$ cat config.mk
export PLATFORM = sky130hd
export DESIGN_NAME = axi_pattern_frame_writer
export DESIGN_NICKNAME = d
export VERILOG_FILES = /design/src/rtl/axi_pattern_frame_writer.sv
export SDC_FILE = /design/constraint.sdc
export NUM_CORES = 1
export LEC_CHECK = 0
export CAP_MARGIN = 30
export CORE_MARGIN = 2
export CORE_UTILIZATION = 55
export DETAILED_ROUTE_END_ITERATION = 12
export GPL_TIMING_DRIVEN = 1
export PLACE_DENSITY = 0.8
export SLEW_MARGIN = 15
export SYNTH_ARGS = -nofsm -noshare
export SYNTH_HDL_FRONTEND = slang
export SYNTH_SLANG_ARGS = --single-unit
$ cat constraint.sdc
create_clock -name aclk -period 4.78 [get_ports aclk]
set_clock_uncertainty 0.2 [all_clocks]
set_input_delay 0.478 -clock aclk [delete_from_list [all_inputs] [get_ports aclk]]
set_output_delay 0.478 -clock aclk [all_outputs]
set_load 0.1 [all_outputs]
$ cat src/rtl/axi_pattern_frame_writer.sv
// AXI3 write master filling a framebuffer with generated patterns, one burst in flight; wdata is registered
// and valid on the first DATA cycle. Every AW/W/B handshake simply stalls the FSM until the slave responds.
module axi_pattern_frame_writer #(
    parameter int                ADDR_W          = 32,
    parameter int                DATA_W          = 64,
    parameter int                BURST_LEN       = 16,
    parameter int                FRAME_W         = 1920,
    parameter int                FRAME_H         = 1080,
    parameter logic [ADDR_W-1:0] ADDR_START      = 32'h1000_0000,
    parameter int                FRAMES_PER_STEP = 60
) (
    input  logic                aclk,
    input  logic                aresetn,
    input  logic                enable,
    input  logic [1:0]          pattern_mode,
    output logic [ADDR_W-1:0]   m_axi_awaddr,
    output logic [3:0]          m_axi_awlen,
    output logic [2:0]          m_axi_awsize,
    output logic [1:0]          m_axi_awburst,
    output logic [2:0]          m_axi_awprot,
    output logic [3:0]          m_axi_awcache,
    output logic                m_axi_awlock,
    output logic [3:0]          m_axi_awqos,
    output logic [3:0]          m_axi_awregion,
    output logic                m_axi_awvalid,
    input  logic                m_axi_awready,
    output logic [DATA_W-1:0]   m_axi_wdata,
    output logic [DATA_W/8-1:0] m_axi_wstrb,
    output logic                m_axi_wvalid,
    input  logic                m_axi_wready,
    output logic                m_axi_wlast,
    input  logic [1:0]          m_axi_bresp,
    input  logic                m_axi_bvalid,
    output logic                m_axi_bready,
    output logic                vsync,
    output logic [15:0]         frames_done,
    output logic                err,
    output logic [1:0]          err_resp,
    output logic                busy
);
    localparam int PPB    = DATA_W / 32;
    localparam int BB     = BURST_LEN * DATA_W / 8;
    localparam int NBURST = FRAME_W * FRAME_H * 4 / BB;
    localparam int BAR_W  = FRAME_W / 8;

    typedef enum logic [1:0] {IDLE, ADDR, DATA, RESP} state_t;

    state_t              state_q;
    logic [ADDR_W-1:0]   awaddr_q;
    logic                awvalid_q, wvalid_q, wlast_q, bready_q, vsync_q, err_q;
    logic [1:0]          err_resp_q, mode_q, mode_d;
    logic [15:0]         frames_done_q;
    logic [4:0]          beat_q;
    logic [31:0]         burst_q, fcnt_q, fcnt_d;
    logic [2:0]          step_q, step_d, bar_q, bar_d;
    logic [15:0]         x_q, x_d, y_q, y_d, bpos_q, bpos_d, col;
    logic [31:0]         px;
    logic [DATA_W-1:0]   wdata_q, wdata_d;
    logic                beat_fire, last_burst, frame_end, start;

    function automatic logic [31:0] colour(input logic [2:0] c);
        return {8'hFF, {8{c[0]}}, {8{c[2]}}, {8{c[1]}}};
    endfunction

    assign beat_fire  = (state_q == DATA) && wvalid_q && m_axi_wready;
    assign last_burst = (burst_q == 32'(NBURST - 1));
    assign frame_end  = (state_q == RESP) && m_axi_bvalid && last_burst;
    assign start      = ((state_q == IDLE) || frame_end) && enable;

    // Next pixel position and the beat it produces; wdata_q always shows the beat at (x_q, y_q).
    always_comb begin
        x_d     = x_q;
        y_d     = y_q;
        bar_d   = bar_q;
        bpos_d  = bpos_q;
        fcnt_d  = fcnt_q;
        step_d  = step_q;
        mode_d  = start ? pattern_mode : mode_q;
        wdata_d = '0;
        col     = '0;
        px      = '0;
        if (frame_end) begin
            x_d    = '0;
            y_d    = '0;
            bar_d  = '0;
            bpos_d = '0;
            if (fcnt_q == 32'(FRAMES_PER_STEP - 1)) begin
                fcnt_d = '0;
                step_d = step_q + 3'd1;
            end else begin
                fcnt_d = fcnt_q + 32'd1;
            end
        end else if (beat_fire) begin
            if (x_q + 16'(PPB) == 16'(FRAME_W)) begin
                x_d    = '0;
                y_d    = y_q + 16'd1;
                bar_d  = '0;
                bpos_d = '0;
            end else begin
                x_d = x_q + 16'(PPB);
                if (bpos_q + 16'(PPB) == 16'(BAR_W)) begin
                    bpos_d = '0;
                    bar_d  = bar_q + 3'd1;
                end else begin
                    bpos_d = bpos_q + 16'(PPB);
                end
            end
        end
        for (int k = 0; k < PPB; k++) begin
            col = x_d + 16'(k);
            case (mode_d)
                2'd0:    px = colour(step_d);
                2'd1:    px = colour(bar_d ^ step_d);
                2'd2:    px = {8'hFF, col[7:0], col[7:0], col[7:0]};
                default: px = (col[5] ^ y_d[5]) ? colour(3'd7) : colour(step_d);
            endcase
            wdata_d[32*k +: 32] = px;
        end
    end

    always_ff @(posedge aclk or negedge aresetn) begin
        if (!aresetn) begin
            state_q       <= IDLE;
            awaddr_q      <= ADDR_START;
            awvalid_q     <= 1'b0;
            wvalid_q      <= 1'b0;
            wlast_q       <= 1'b0;
            bready_q      <= 1'b0;
            vsync_q       <= 1'b0;
            err_q         <= 1'b0;
            err_resp_q    <= 2'b00;
            frames_done_q <= '0;
            beat_q        <= '0;
            burst_q       <= '0;
            fcnt_q        <= '0;
            step_q        <= '0;
            mode_q        <= '0;
            x_q           <= '0;
            y_q           <= '0;
            bar_q         <= '0;
            bpos_q        <= '0;
            wdata_q       <= '0;
        end else begin
            x_q     <= x_d;
            y_q     <= y_d;
            bar_q   <= bar_d;
            bpos_q  <= bpos_d;
            fcnt_q  <= fcnt_d;
            step_q  <= step_d;
            mode_q  <= mode_d;
            wdata_q <= wdata_d;
            vsync_q <= frame_end;
            case (state_q)
                IDLE: begin
                    if (enable) begin
                        state_q   <= ADDR;
                        awvalid_q <= 1'b1;
                    end
                end
                ADDR: begin
                    if (m_axi_awready) begin
                        awvalid_q <= 1'b0;
                        wvalid_q  <= 1'b1;
                        beat_q    <= '0;
                        wlast_q   <= (BURST_LEN == 1);
                        state_q   <= DATA;
                    end
                end
                DATA: begin
                    if (m_axi_wready) begin
                        if (wlast_q) begin
                            wvalid_q <= 1'b0;
                            wlast_q  <= 1'b0;
                            bready_q <= 1'b1;
                            state_q  <= RESP;
                        end else begin
                            beat_q  <= beat_q + 5'd1;
                            wlast_q <= (beat_q == 5'(BURST_LEN - 2));
                        end
                    end
                end
                RESP: begin
                    if (m_axi_bvalid) begin
                        bready_q <= 1'b0;
                        if (m_axi_bresp != 2'b00) begin
                            err_q      <= 1'b1;
                            err_resp_q <= m_axi_bresp;
                        end
                        if (last_burst) begin
                            awaddr_q      <= ADDR_START;
                            burst_q       <= '0;
                            frames_done_q <= frames_done_q + 16'd1;
                            state_q       <= enable ? ADDR : IDLE;
                            awvalid_q     <= enable;
                        end else begin
                            awaddr_q  <= awaddr_q + ADDR_W'(BB);
                            burst_q   <= burst_q + 32'd1;
                            state_q   <= ADDR;
                            awvalid_q <= 1'b1;
                        end
                    end
                end
                default: state_q <= IDLE;
            endcase
        end
    end

    assign m_axi_awaddr   = awaddr_q;
    assign m_axi_awlen    = 4'(BURST_LEN - 1);
    assign m_axi_awsize   = 3'($clog2(DATA_W / 8));
    assign m_axi_awburst  = 2'b01;
    assign m_axi_awprot   = 3'b000;
    assign m_axi_awcache  = 4'b0000;
    assign m_axi_awlock   = 1'b0;
    assign m_axi_awqos    = 4'b0000;
    assign m_axi_awregion = 4'b0000;
    assign m_axi_awvalid  = awvalid_q;
    assign m_axi_wdata    = wdata_q;
    assign m_axi_wstrb    = '1;
    assign m_axi_wvalid   = wvalid_q;
    assign m_axi_wlast    = wlast_q;
    assign m_axi_bready   = bready_q;
    assign vsync          = vsync_q;
    assign frames_done    = frames_done_q;
    assign err            = err_q;
    assign err_resp       = err_resp_q;
    assign busy           = (state_q != IDLE);
endmodule
Yosys cells after proc, flatten, opt, wreduce, memory -nomap -nowiden
Cells that the tools add are included.

Add/subtract/negate cells: 11. Eq/ne operators: 16. Multiplexer cells: 52. Bitwise logic cells: 3. Reductions and logical operators: 25.

Operators by type and width (number): $mux 16 (10); $pmux 24 s3 (2); $mux 32 (3); $add 32x1->32 const B (2); $mux 24 (2); $add 16x1->16 const B (2); $add 16x2->16 const B (2); $add 32x8->32 const B (1); $eq 32x16->1 const B (1); $eq 32x6->1 const B (1); $mux 3 (6); $eq 16x11->1 const B (1); $eq 16x8->1 const B (1); $reduce_and 4->1 (4); $mux 5 (3); $mux 1 (14); $mux 2 (6); $ne 2x2->1 const B (6); $reduce_bool 2->1 (6); $pmux 5 s2 (1); $reduce_and 3->1 (3); $add 8x1->8 const B (1); $pmux 2 s4 (1); $add 3x1->3 const B (2); 14 further kinds (26).

Register bits: 247. Bits of input ports: 10. Output and inout port bits: 154. Word-level logic and storage cells: 128.

Depth between registers and ports, before layout
Word-level depth: 9. Gate-level depth with buffers: 16.

Least setup slack after synthesis
Ideal clock, no wire load.

Path kind: reg2reg. Start point: reg state_q[0]. End point: reg wdata_q[46] (netlist: m_axi_wdata[46]). Data arrival time: 3141 ps. Slack: 1307 ps. Stages on the path, launching flop included: 17. Cells stage by stage: dfrtp_1 > ha_1 > and2_1 > buf_4 > nand2_1 > or4_1 > clkbuf_1 > inv_2 > clkbuf_1 > buf_1 > nor2_1 > ha_1 > nor4bb_1 > xnor2_1 > nand3_1 > nor2b_1 > nand2_1.

Elaborated cells between the ends (all ways): 25. Classes of those cells: 1 x add/sub; 4 x eq/ne; 10 x mux; 2 x bitwise; 8 x reduce/logical.

RTL lines: start, declared (line 48) `state_t state_q;`; start signal, assigned (line 193) `state_q <= enable ? ADDR : IDLE;`; $eq 2x2->1 * (line 67) `assign frame_end = (state_q == RESP) && m_axi_bvalid && last_burst;`; $logic_and 1x1->1 * (2 in a row) (line 67); via frame_end (line 59) `logic beat_fire, last_burst, frame_end, start;`; $mux 16 * (line 82) `if (frame_end) begin`; via x_d[1] (line 56) `logic [15:0] x_q, x_d, y_q, y_d, bpos_q, bpos_d, col;`; $add 8x1->8 * (line 110) `col = x_d + 16'(k);`; $xor 1x1->1 (line 115) `default: px = (col[5] ^ y_d[5]) ? colour(3'd7) : colour(step_d);`; $mux 24 (line 115); $pmux 24 s3 * (line 111) `case (mode_d)`; via px[14] (line 57) `logic [31:0] px;`; end signal, assigned (line 151) `wdata_q <= wdata_d;`; end, declared (line 58) `logic [DATA_W-1:0] wdata_q, wdata_d;`.

Mark *: on every way through the listed nets, which the timed path passes. The rest lies on a longest branch. The select of a mux whose other input is x is not followed. A chain may end at the register's enable or synchronous reset.

Worst setup path in the final report
Start point: reg x_q[1]. End point: reg wdata_q[55] (netlist: m_axi_wdata[55]).

Longest elaborated chain between the ends: 9. Elaborated cells between the ends (all ways): 16. Classes of those cells: 2 x add/sub; 1 x eq/ne; 11 x mux; 2 x bitwise.

Ends and longest elaborated chain: start, declared (line 56); start signal, assigned (line 138) `x_q <= '0;`; start signal, assigned (line 144) `x_q <= x_d;`; $add 16x2->16 (line 94, 100); $eq 16x11->1 (line 94) `if (x_q + 16'(PPB) == 16'(FRAME_W)) begin`; $mux 16 (line 94); $mux 16 (line 93) `end else if (beat_fire) begin`; $mux 16 (line 82); $add 8x1->8 (line 110); $xor 1x1->1 (line 115); $mux 24 (line 115); $pmux 24 s3 * (line 111); via px[23] (line 57).

Marked as above.

==> impl_metrics.toml <==
[global_routing]
grt_pass1_vias = 8447
grt_usage_pct = 23.3
grt_antenna_before_repair = 0
grt_max_degree = 112
overflow = 0
grt_pass1_wl_um = 41700

[setup_path]
critical-path-top-delay-family = "compound AO/OA/AOI/OAI gates"
required_ns = 4.94
cp.buffers_inverters = 0
path_cells = "ha_1 -> nor4b_2 -> nand3_1 -> o32a_2 -> o41a_1 -> a211oi_2 -> mux2i_2 -> nor2_2 -> o31ai_4 -> o21ai_1"
endpoint_kind = "register"
start_kind = "register"
crit_arrival_ns = 3.91
reg2reg_depth = 10
crit_type = "register to register"
cp.depth = 10
cpMaxStageDelayCell = "dfrtp_1"
path_max_fanout = 8
timing.critical_path.slowest_cell_delay_ns = 0.47

[sta]
final.min_clock_period_ns = 3.75
finalMaxSlewViolations = 0
grt_setup_unrepaired = "false"
hold_viol = 0
timing.setup.tns_ns = 0
setup_viol = 0
worst_pin_slew_ns = 1.02
fmax_mhz = 266
setup_slack_ns = 1.03
post-route-period-util_pct = 78.5
relSlewSlack_pct = 31.6

[final_layout]
synthToLayoutAreaGrowth_pct = 17.6
final_common_cell = "dfrtp_1"
drive_gt1_share_pct = 7.97
fillCellCount = 1563
regArea_um2 = 5360
diodes = 0
fin_nets = 1289
final_cell_mix = "213 x dfrtp_1, 165 x nand2_1, 122 x clkdlybuf4s50_1, 115 x nor2_1, 71 x xnor2_1"
multi_input_area_um2 = 5260

[synthesis]
ys_ff_latch = 214
synth_cell_type_count = 83
ys.flop_type = "dfrtp_1"
synth_edf_count = 0
yosysSeqAreaShare_pct = 48.0
yosys_warnings = 0
synthArstFlopShare_pct = 100
synth_top_area_share_pct = 47.7
avgSynthCellArea_um2 = 9.68
synthCells = 1153
synthTopCellsByArea = "dfrtp_1 48%, xnor2_1 5.6%, nand2_1 5.5%"
synth_top_cell_by_area = "dfrtp_1"
syn_area_um2 = 11200

[min_path]
min_path_type = "register to register"
hold_depth = 1

[power_and_ir_drop]
switchingPower_mw = 3.35
p_int_mw = 3.86
p_per_area_nw_per_um2 = 549
p_leak_nw = 5.88
seqPwrFrac_pct = 31.4
swShare_pct = 46.5
vdd_drop_max_v = 0.000486
power.total_mw = 7.21
power_frac_clock_pct = 24.5
pwr-share-comb_pct = 44.1

[placement]
io_buffers = 123
pre_cts_slack_ns = 0.880
gp_congestion = 0.878
dp_hpwl_um = 17100

[route]
drc_errors = 0
wl_per_cell_um = 16.0
dr.pass1.iters = 5
drt_iter0_markers = 505
vias_per_cell = 5.56
via_count = 8616
antenna_left = 0
totalWireLength_um = 24700

[cts]
cts_buffer_depth = 3
htree_levels = 1
cts-root-buf = "clkbuf_16"
cts.sinks = 214
insertion_delay_ns = 0.50
cts_buffers = 23
cts_tree = "built"
path_clk_slew_ns = 0.06

[floorplan]
coreArea_um2 = 20100
io_pins = 164
rows = 52
die_h_um = 146
dieArea_um2 = 21500
die_w_um = 146
start_util_pct = 55.5

[flow_run]
drv_cap = 0

[status]
outcome = "completed"
[path summary, 6_finish.rpt]
kind / from / to / slack [ns]
hold reg to reg: err / err / 0.28
max in group asynchronous: aresetn / m_axi_wdata[43] / 2.86
setup / recovery: x_q[1] / m_axi_wdata[55] / 1.03
setup reg to reg: x_q[1] / m_axi_wdata[55] / 1.03
hold / removal: err / err / 0.28
min in group asynchronous: aresetn / fcnt_q[22] / 0.44
[worst register-to-register path: stages, from the launching register on]
cell	delay, ns
dfrtp_1	0.47
ha_1	0.36
nor4b_2	0.33
nand3_1	0.11
o32a_2	0.47
o41a_1	0.35
a211oi_2	0.29
mux2i_2	0.41
nor2_2	0.08
o31ai_4	0.41
o21ai_1	0.14
[registers in the layout, indices dropped and copies added, names as in the netlist, 3 cells and up]
name / count
step_q: 3
bpos_q: 15
m_axi_awaddr: 25
m_axi_wdata: 49
burst_q: 32
bar_q: 3
x_q: 16
fcnt_q: 32
beat_q: 5
frames_done: 16
y_q: 6
[cell families after synthesis]
family | share of synthesized area [%]
muxes | 1.77
AOI/OAI and AO/OA | 7.93
other | 0.0673
DFF | 48.0
buffers and inverters | 6.23
xor gates and xnor gates | 9.48
and+or+nand+nor | 24.8
adders and majority gates | 1.79
[through the flow]
stage / utilization (%) / cells / hold slack (ns) / area [um2]
5_1_grt: 65.3 / 1549 / 0.311 / 13100
4_1_cts: 65.3 / 1549 / 0.287 / 13100
3_5_place_dp: 61.6 / 1507 / 0.263 / 12400
6_report: 65.3 / 1549 / 0.281 / 13100
2_1_floorplan: - / 1192 / -0.0176 / 11300
3_3_place_gp: 61.5 / 1506 / 0.261 / 12400
[metal layers]
layer  global-route usage [%]  vias up  share of wire [%]  routed length (um)
met5                    0.227        -                  0                   0
li1                         -     4118                  -                   -
met1                     31.4     4206                 44               10800
met2                     39.5      246                 48               12000
met4                     6.36        0                2.3                 564
met3                     3.75       46                5.5                1360
[power groups by stage]
stage	sequential (mW)	clock, mW	combinational (mW)
floorplan	3.57	0	1.21
global placement	2.29	0	3.12
detailed placement	2.29	0	3.17
CTS	2.26	1.79	3.18
global route	2.30	1.87	3.34
finish	2.27	1.77	3.18
[repair_timing]
| action | in CTS | in global routing |
|---|---|---|
| buffers inserted | 0 | 0 |
| hold buffers | 1 | 0 |
| hold endpoints to repair | 108 | 0 |
| resized for setup | 0 | 0 |
[final cells by class]
class	count	share of cell area, %
repair buffers	137	10.2
clock inverters	9	0.762
flip-flops and latches	214	40.8
multi-input cells	864	40.0
clock buffers	32	4.94
inverters	23	0.676
well taps	270	2.57
[cells in the mapped netlist, types with 4 or more instances]
| cell type | number |
|---|---|
| xor2_1 | 48 |
| nor2_1 | 115 |
| buf_6 | 5 |
| buf_4 | 58 |
| buf_2 | 7 |
| nor2b_1 | 11 |
| o21ai_0 | 55 |
| and3_1 | 21 |
| buf_1 | 4 |
| clkbuf_1 | 16 |
| nor4_1 | 15 |
| xnor2_1 | 71 |
| or3_1 | 12 |
| nor3_1 | 11 |
| nor4b_1 | 4 |
| or2_2 | 6 |
| inv_1 | 21 |
| and4_1 | 15 |
| nand2_1 | 165 |
| nand3b_1 | 5 |
| a22o_1 | 5 |
| dfrtp_1 | 213 |
| ha_1 | 16 |
| mux2i_1 | 8 |
| and2_1 | 7 |
| nand3_1 | 66 |
| nor3b_1 | 6 |
| o21ai_1 | 6 |
| a21oi_1 | 28 |
| o31ai_1 | 12 |
| nand4_1 | 44 |
(Power assumes the default switching activity.)
